==> config.mk <==
export PLATFORM = sky130hd
export DESIGN_NAME = buzzer_sfx
export DESIGN_NICKNAME = d
export VERILOG_FILES = /design/src/rtl/buzzer_sfx.sv
export SDC_FILE = /design/constraint.sdc
export NUM_CORES = 1
export LEC_CHECK = 0
export BUFFER_PORTS_ARGS = -buffer_cell sky130_fd_sc_hd__buf_4
export CORE_MARGIN = 8
export CORE_UTILIZATION = 50
export CTS_BUF_LIST = sky130_fd_sc_hd__clkbuf_8
export DETAILED_ROUTE_END_ITERATION = 6
export PLACE_DENSITY = 0.67
export SLEW_MARGIN = 25
export SYNTH_ARGS = -nofsm -noshare
export SYNTH_HDL_FRONTEND = slang
export SYNTH_SLANG_ARGS = --single-unit
==> constraint.sdc <==
create_clock -name clk -period 2.9 [get_ports clk]
set_input_delay 0.435 -clock clk [delete_from_list [all_inputs] [get_ports clk]]
set_output_delay 0.435 -clock clk [all_outputs]
set_load 0.02 [all_outputs]
==> src/rtl/buzzer_sfx.sv <==
// buzzer_sfx: jump beep and three-tone game-over jingle driving an active-low buzzer.
// Optional macro SFX_DUTY25_EN: 25% duty tone (quieter, same pitch); default is 50% duty.
module buzzer_sfx #(
   parameter int CLK_HZ     = 100000000,
   parameter int JUMP_HALF  = 50000,
   parameter int JUMP_MS    = 60,
   parameter int OVER_HALF1 = 100000,
   parameter int OVER_HALF2 = 125000,
   parameter int OVER_HALF3 = 166667,
   parameter int OVER_MS    = 150,
   parameter int GAP_MS     = 30
) (
   input  logic       clk,
   input  logic       reset,
   input  logic [4:0] jump,
   input  logic       gameover,
   input  logic       pause,
   output logic       buzzer,
   output logic       busy
);
   localparam int TICK     = CLK_HZ / 1000;
   localparam int MAX_H12  = (OVER_HALF1 > OVER_HALF2) ? OVER_HALF1 : OVER_HALF2;
   localparam int MAX_H3J  = (OVER_HALF3 > JUMP_HALF) ? OVER_HALF3 : JUMP_HALF;
   localparam int MAX_HALF = (MAX_H12 > MAX_H3J) ? MAX_H12 : MAX_H3J;
   localparam int MAX_CNT  = (MAX_HALF > TICK) ? MAX_HALF : TICK;
   localparam int CW       = $clog2(MAX_CNT + 1);
   localparam int MAX_MS0  = (JUMP_MS > OVER_MS) ? JUMP_MS : OVER_MS;
   localparam int MAX_MS   = (MAX_MS0 > GAP_MS) ? MAX_MS0 : GAP_MS;
   localparam int DW       = $clog2(MAX_MS + 1);

   localparam logic [2:0] IDLE = 3'd0;
   localparam logic [2:0] JMP  = 3'd1;
   localparam logic [2:0] OV1  = 3'd2;
   localparam logic [2:0] GAP1 = 3'd3;
   localparam logic [2:0] OV2  = 3'd4;
   localparam logic [2:0] GAP2 = 3'd5;
   localparam logic [2:0] OV3  = 3'd6;

   function automatic logic [CW-1:0] half_of(input logic [2:0] s);
      case (s)
         JMP:     half_of = CW'(JUMP_HALF);
         OV1:     half_of = CW'(OVER_HALF1);
         OV2:     half_of = CW'(OVER_HALF2);
         OV3:     half_of = CW'(OVER_HALF3);
         default: half_of = '0;
      endcase
   endfunction

   function automatic logic [DW-1:0] ms_of(input logic [2:0] s);
      case (s)
         JMP:           ms_of = DW'(JUMP_MS);
         OV1, OV2, OV3: ms_of = DW'(OVER_MS);
         GAP1, GAP2:    ms_of = DW'(GAP_MS);
         default:       ms_of = '0;
      endcase
   endfunction

   function automatic logic is_tone(input logic [2:0] s);
      is_tone = (s == JMP) || (s == OV1) || (s == OV2) || (s == OV3);
   endfunction

   function automatic logic [2:0] succ_of(input logic [2:0] s);
      case (s)
         OV1:     succ_of = GAP1;
         GAP1:    succ_of = OV2;
         OV2:     succ_of = GAP2;
         GAP2:    succ_of = OV3;
         default: succ_of = IDLE;
      endcase
   endfunction

   logic [2:0]    state_reg, state_next;
   logic [CW-1:0] ms_cnt_reg, ms_cnt_next;
   logic [CW-1:0] tone_cnt_reg, tone_cnt_next;
   logic          phase_reg, phase_next;
   logic [DW-1:0] dur_reg, dur_next;
   logic          jump_prev_reg, over_prev_reg;
   logic          buzzer_reg, busy_reg;
   logic          jump_evt, over_evt, ms_tick, done, enter, sound;
   logic [2:0]    target;
`ifdef SFX_DUTY25_EN
   logic [CW-1:0] half_next;
`endif

   always_comb begin
      jump_evt = (|jump) & ~jump_prev_reg;
      over_evt = gameover & ~over_prev_reg;
      ms_tick  = (ms_cnt_reg == CW'(TICK - 1));
      done     = ms_tick && (dur_reg == ms_of(state_reg) - DW'(1));

      // Events outrank the duration expiry; game over outranks everything.
      enter  = 1'b0;
      target = state_reg;
      if (over_evt) begin
         enter  = 1'b1;
         target = OV1;
      end else if (jump_evt && (state_reg == IDLE || state_reg == JMP)) begin
         enter  = 1'b1;
         target = JMP;
      end else if (state_reg != IDLE && done) begin
         enter  = 1'b1;
         target = succ_of(state_reg);
      end

      state_next    = state_reg;
      ms_cnt_next   = ms_cnt_reg;
      tone_cnt_next = tone_cnt_reg;
      phase_next    = phase_reg;
      dur_next      = dur_reg;
      if (!pause) begin
         if (enter) begin
            state_next    = target;
            ms_cnt_next   = '0;
            tone_cnt_next = '0;
            phase_next    = 1'b0;
            dur_next      = '0;
         end else if (state_reg != IDLE) begin
            ms_cnt_next = ms_tick ? '0 : ms_cnt_reg + CW'(1);
            if (ms_tick)
               dur_next = dur_reg + DW'(1);
            if (is_tone(state_reg)) begin
               if (tone_cnt_reg == half_of(state_reg) - CW'(1)) begin
                  tone_cnt_next = '0;
                  phase_next    = ~phase_reg;
               end else begin
                  tone_cnt_next = tone_cnt_reg + CW'(1);
               end
            end
         end
      end

`ifdef SFX_DUTY25_EN
      half_next = half_of(state_next);
      sound     = is_tone(state_next) && !phase_next && (tone_cnt_next < (half_next >> 1));
`else
      sound     = is_tone(state_next) && !phase_next;
`endif
   end

   // Buzzer is computed from next-state values so it lines up with the state register.
   always_ff @(posedge clk or posedge reset) begin
      if (reset) begin
         state_reg     <= IDLE;
         ms_cnt_reg    <= '0;
         tone_cnt_reg  <= '0;
         phase_reg     <= 1'b0;
         dur_reg       <= '0;
         jump_prev_reg <= 1'b0;
         over_prev_reg <= 1'b0;
         buzzer_reg    <= 1'b1;
         busy_reg      <= 1'b0;
      end else begin
         state_reg     <= state_next;
         ms_cnt_reg    <= ms_cnt_next;
         tone_cnt_reg  <= tone_cnt_next;
         phase_reg     <= phase_next;
         dur_reg       <= dur_next;
         jump_prev_reg <= |jump;
         over_prev_reg <= gameover;
         buzzer_reg    <= pause | ~sound;
         busy_reg      <= (state_next != IDLE);
      end
   end

   assign buzzer = buzzer_reg;
   assign busy   = busy_reg;
endmodule

=== After elaboration in Yosys (flattened, before gate mapping) ===
Index checks and enable logic that the tools add are counted.

* Register bits after elaboration: 52
* Bits of input ports: 9

* Add/sub/neg operators: 5
* Eq/ne operators: 13
* Mux-type cells: 30
* Bitwise gates (word level): 8
* Reductions and logical operators: 24

{| class="wikitable"
|+ Operator list
! operator !! number
|-
| 2-to-1 mux 18 bit || 11
|-
| one-hot mux 18 bit (4 select lines) || 1
|-
| adder 18 x 1 -> 18 bit, second input constant || 2
|-
| 2-to-1 mux 8 bit || 3
|-
| one-hot mux 8 bit (3 select lines) || 1
|-
| == test 18 x 17 -> 1 bit, second input constant || 1
|-
| == test 18 bit || 1
|-
| subtractor 18 x 1 -> 18 bit, second input constant || 1
|-
| == test 3 bit, second input constant || 5
|-
| 2-to-1 mux 3 bit || 5
|-
| one-hot mux 3 bit (4 select lines) || 1
|-
| == test 3 x 2 -> 1 bit, second input constant || 3
|-
| adder 8 x 1 -> 8 bit, second input constant || 1
|-
| == test 8 bit || 1
|-
| 2-to-1 mux 1 bit || 8
|-
| subtractor 8 x 1 -> 8 bit, second input constant || 1
|-
| logical OR 1 bit || 7
|-
| == test 3 x 1 -> 1 bit, second input constant || 2
|-
| AND reduction 3 bit || 2
|-
| nonzero test 2 bit || 3
|-
| nonzero test 3 bit || 2
|-
| NOT 1 bit || 5
|-
| OR reduction 5 bit || 1
|-
| logical AND 1 bit || 4
|-
| 7 further kinds || 8
|}

=== Logic depth before layout (Yosys ltp) ===
* Depth in word-level cells: 23
* Mapped depth: 12
* Mapped depth without buffers: 9

=== Least setup slack after synthesis ===
OpenSTA, ideal clock, no wires.

* Kind: register -> register
* Start: register state_reg[1]
* End: register tone_cnt_reg[5]
* Arrival time: 2.993 ns
* Data required time: 2.779 ns
* Setup slack: -0.214 ns
* Stages on the path, launching flop included: 12
* Clock period less this slack: 3.114 ns
* Cells stage by stage: dfrtp_1 > or3b_1 > clkbuf_1 > ha_1 > xnor2_1 > a31o_2 > a2111oi_0 > and4bb_1 > or4b_1 > buf_2 > a31o_1 > a22o_1

* Cells in the longest elaborated chain, start to end: 12

{| class="wikitable"
|+ RTL lines
! element !! RTL line !! text
|-
| start, declared || 72 || <nowiki>logic [2:0] state_reg, state_next;</nowiki>
|-
| start signal, assigned || 153 || <nowiki>state_reg <= state_next;</nowiki>
|-
| == test 3 bit (tied with other cells) || 40, 50, 59 ||
|-
| one-hot mux 18 bit (4 select lines) (tied with other cells) || 40 || <nowiki>case (s)</nowiki>
|-
| 2-to-1 mux 18 bit / one-hot mux 8 bit (3 select lines) (equally long branches) || 121, 50 ||
|-
| 2-to-1 mux 18 bit / subtractor 8 x 1 -> 8 bit (equally long branches) || 117, 89 ||
|-
| 2-to-1 mux 18 bit / == test 8 bit (equally long branches) || 111, 89 ||
|-
| 2-to-1 mux 18 bit / logical AND 1 bit (equally long branches) || 110, 89 ||
|-
| subtractor 18 x 1 -> 18 bit / logical AND 1 bit (equally long branches) || 122, 100 ||
|-
| == test 18 bit / 2-to-1 mux 1 bit (equally long branches) || 122, 100 ||
|-
| 2-to-1 mux 18 bit / 2-to-1 mux 1 bit (equally long branches) || 122, 97 ||
|-
| 2-to-1 mux 18 bit / 2-to-1 mux 1 bit (equally long branches) || 121, 94 ||
|-
| 2-to-1 mux 18 bit / nonzero test 2 bit (equally long branches) || - ||
|-
| 2-to-1 mux 18 bit / AND reduction 3 bit (equally long branches) || - ||
|-
| end signal, assigned || 155 || <nowiki>tone_cnt_reg <= tone_cnt_next;</nowiki>
|-
| end, declared || 74 || <nowiki>logic [CW-1:0] tone_cnt_reg, tone_cnt_next;</nowiki>
|}

Parallel ways exist; a longest one is shown, timed or not. The select of a mux whose other input is x is not followed.
A chain may end at the register's enable or synchronous reset.

=== Final worst setup path ===
Same ends and word-level chain as after synthesis.

==> key figures <==
Synth
  – Commonest cells post-synth: 51 x dfrtp_1, 43 x nand2_1, 40 x nor2_1, 28 x nand3_1, 27 x o21ai_0
  – Post-synth EDFFs: 0
  – Top cells by area, synth: dfrtp_1 33%, nand2_1 4.2%, nor2_1 3.9%
  – Post-synthesis sequential area ratio: 33.9%
  – Syn avg cell area: ~8 um^2
  – Synth Instances: 476
  – Post-synth ARST share: between 90% and 100%
  – Synth Cell Area: 3840 um^2
  – Yosys cell types: 70
  – Number of synthesis warnings: 0
  – Post-synth top area cell: dfrtp_1
  – Yosys reg bits: 52
  – Syn_nets: 489
  – Post-synth top area share: 33.2%
  – Main flop type after synthesis: dfrtp_1
  – Count leader, synth: dfrtp_1

Timing
  – RSZ-0062 raised after global routing: yes
  – Relative slew margins: 46.8%
  – Worst setup margin: -0.00979 ns
  – Slew Limit Fails: 0
  – Setup-failing EPs final: 2
  – TNS Setup: -0.0164 ns
  – Fin Clk Skew: 0.0126 ns
  – Final Hold Vio Count: 0
  – Final min period: 2.91 ns
  – Period utilization: 100%
  – Min Hold Slack: 0.230 ns
  – Worst slew pin tran: 0.790 ns
  – Highest clock rate: 344 MHz

Min path
  – Hold WC Path Type: input pin to flip-flop

Clocking
  – Clk_lat worst skew: about 0.32 ns
  – Clk slew on worst S/H paths: 0.10 ns
  – CTS H-tree lvls: 2
  – CTS Root Cell: clkbuf_8
  – CTS tree: built
  – TritonCTS Buffers: 5
  – Clock Tree Buf Depth: 2
  – Clock Sink Count: 52

Die
  – Horiz. Die Dim: 104 um
  – Die Ht: 104 um
  – Row cnt: 32
  – Initial core utilization: between 50% and 60%
  – Io pins: 11
  – Core area: 7570 um^2
  – DIE AREA: about 11,000 um^2

Outcome
  – Status: finished with violations
  – Failing checks: negative setup slack

Detailed routing
  – Antenna Nets Post-Route: 0
  – Met1 Wirelength: 4520 um
  – Drt total wl: slightly above 10,000 um
  – # DRC: 0
  – Vias: 3,753
  – Initial DRC count: 165
  – Max layer used: met4
  – Via density per instance: 6.26
  – Drt pass-1 iters: 4
  – WL/cell: 16.8 um
  – Met2 Wirelength: 4820 um
  – Wire length on met3: 505 um

Placed design
  – DPL Wire Length: 7370 um
  – Dpl ws: -0.219 ns
  – Port Buffer Count: 10
  – GP Congestion: 0.880
  – Area after DPL: 4200 um^2

Critical path
  – WP data required: between 3 and 4 ns
  – Critical path startpoint category: flip-flop
  – Critical Path AT: 3.12 ns
  – Crit Path Class: flip-flop to flip-flop
  – Worst Path Max Fanout: 8
  – Crit. End Element: flip-flop

Global routing
  – Number of global-route vias before repair: 3,480
  – Largest net degree at the start of global routing: 38
  – Initial antenna violation count: 0
  – GR Overflow Total: 0
  – First-pass GRT wire length: 17,300 um
  – Total GRT Usage: 18.8%

Power
  – PD cells: 368 nW/um^2
  – Max VDD drop: roughly 0.25 mV
  – Leakage power: 0.00176 uW

Final layout
  – Synth-to-layout area growth: 14.0%
  – Antenna cell count: 0
  – Register area: roughly 1300 um^2
  – Fraction of layout cells with a size suffix above 1: 17.3%
  – Fin area: approximately 4400 um^2
  – Multi-input logic area: 2380 um^2
  – Layout Nets: 510
  – Fill cells: 710

Job
  – Number of max-cap violations: 0
cells in the final DEF (no fill, tap or decap), drive strengths merged, types with 3 or more instances in the layout:
| cell type | Yosys | final |
|---|---|---|
| inv | 15 | 17 |
| o22ai | 5 | 5 |
| and2 | 5 | 5 |
| a22o | 7 | 7 |
| dfrtp | 51 | 51 |
| nor2 | 40 | 40 |
| o211ai | 14 | 14 |
| nor3 | 11 | 11 |
| o21ai | 28 | 28 |
| nand2b | 7 | 7 |
| nor2b | 6 | 6 |
| nand4b | 4 | 4 |
| a21oi | 22 | 22 |
| a31o | 5 | 5 |
| a211oi | 7 | 7 |
| o2111ai | 3 | 3 |
| nor4 | 9 | 9 |
| ha | 4 | 4 |
| xnor2 | 10 | 10 |
| a21o | 4 | 4 |
| or2 | 6 | 6 |
| nand2 | 43 | 43 |
| a32oi | 3 | 3 |
| buf | 21 | 51 |
| o31ai | 5 | 5 |
| or3 | 14 | 14 |
| nand3 | 28 | 28 |
| xor2 | 9 | 9 |
| nand3b | 4 | 4 |
| clkbuf | 17 | 5 |
| nor3b | 3 | 3 |
| a31oi | 8 | 8 |
| nand4 | 12 | 12 |
| or4 | 7 | 7 |
| and3 | 5 | 5 |
critical path, stage by stage, from the launching register on:
cell and delay, ns:
dfrtp_1 0.39, or3b_4 0.42, ha_4 0.20, xnor2_2 0.17, a211oi_2 0.11, a2111oi_4 0.31
and4bb_1 0.26, or4b_4 0.54, a31o_1 0.25, a22o_1 0.17
power breakdown:
part           switching (uW)  internal (uW)  total, uW
Sequential                101            783        884
Clock                     276            179        455
Combinational             150            126        276
Total                     527           1090       1610
layer usage:
metal | vias up | global-route usage, %
met1 | 1792 | 25.1
met5 | - | 0
met3 | 29 | 2.54
met2 | 126 | 30.5
li1 | 1806 | -
met4 | 0 | 6.51
metrics by stage:
step / power (uW) / utilization (%) / cells
final: 1610 / 57.9 / 600
after global routing: 1680 / 57.9 / 600
after CTS: 1610 / 57.2 / 600
after detailed placement: 1150 / 55.5 / 590
after global placement: 1140 / 55.5 / 590
after floorplan: 1050 / - / 476
layout make-up:
type                    count  area share [%]
multi-input cells         370            54.3
repair buffers             52            9.51
clock buffers               5            1.57
well taps                 102            2.91
clock inverters             3           0.600
inverters                  16            1.37
flip-flops and latches     52            29.7
logic make-up after synthesis:
family	share of synthesized area (%)
XOR/XNOR	4.33
adder cells (fa/ha/maj)	1.30
AO/OA/AOI/OAI	24.3
multiplexers	0.260
buffers and inverters	6.09
flip-flops	33.9
AND/OR/NAND/NOR	29.9
final timing paths:
| check | from | end | slack (ns) | depth (start not counted) |
|---|---|---|---|---|
| worst min-delay path | gameover | over_prev_reg | 0.23 | 1 |
| max in group asynchronous | reset | ms_cnt_reg[1] | 1.76 | 4 |
| worst max-delay path | state_reg[1] | tone_cnt_reg[5] | -0.01 | 9 |
| min in group asynchronous | reset | tone_cnt_reg[13] | 0.56 | 3 |
| worst max register to register | state_reg[1] | tone_cnt_reg[5] | -0.01 | 9 |
| worst min register to register | ms_cnt_reg[17] | ms_cnt_reg[17] | 0.55 | 2 |
repair_timing:
| item | 4_1_cts | 5_1_grt |
|---|---|---|
| pin swaps | 6 | 5 |
| hold buffers | 1 | 0 |
| endpoints found under the setup margin | 10 | 24 |
| cloned | 0 | 0 |
| hold endpoints to repair | 1 | 0 |
| resized for setup | 4 | 11 |
| buffers inserted | 1 | 0 |
(Power assumes the default switching activity.)
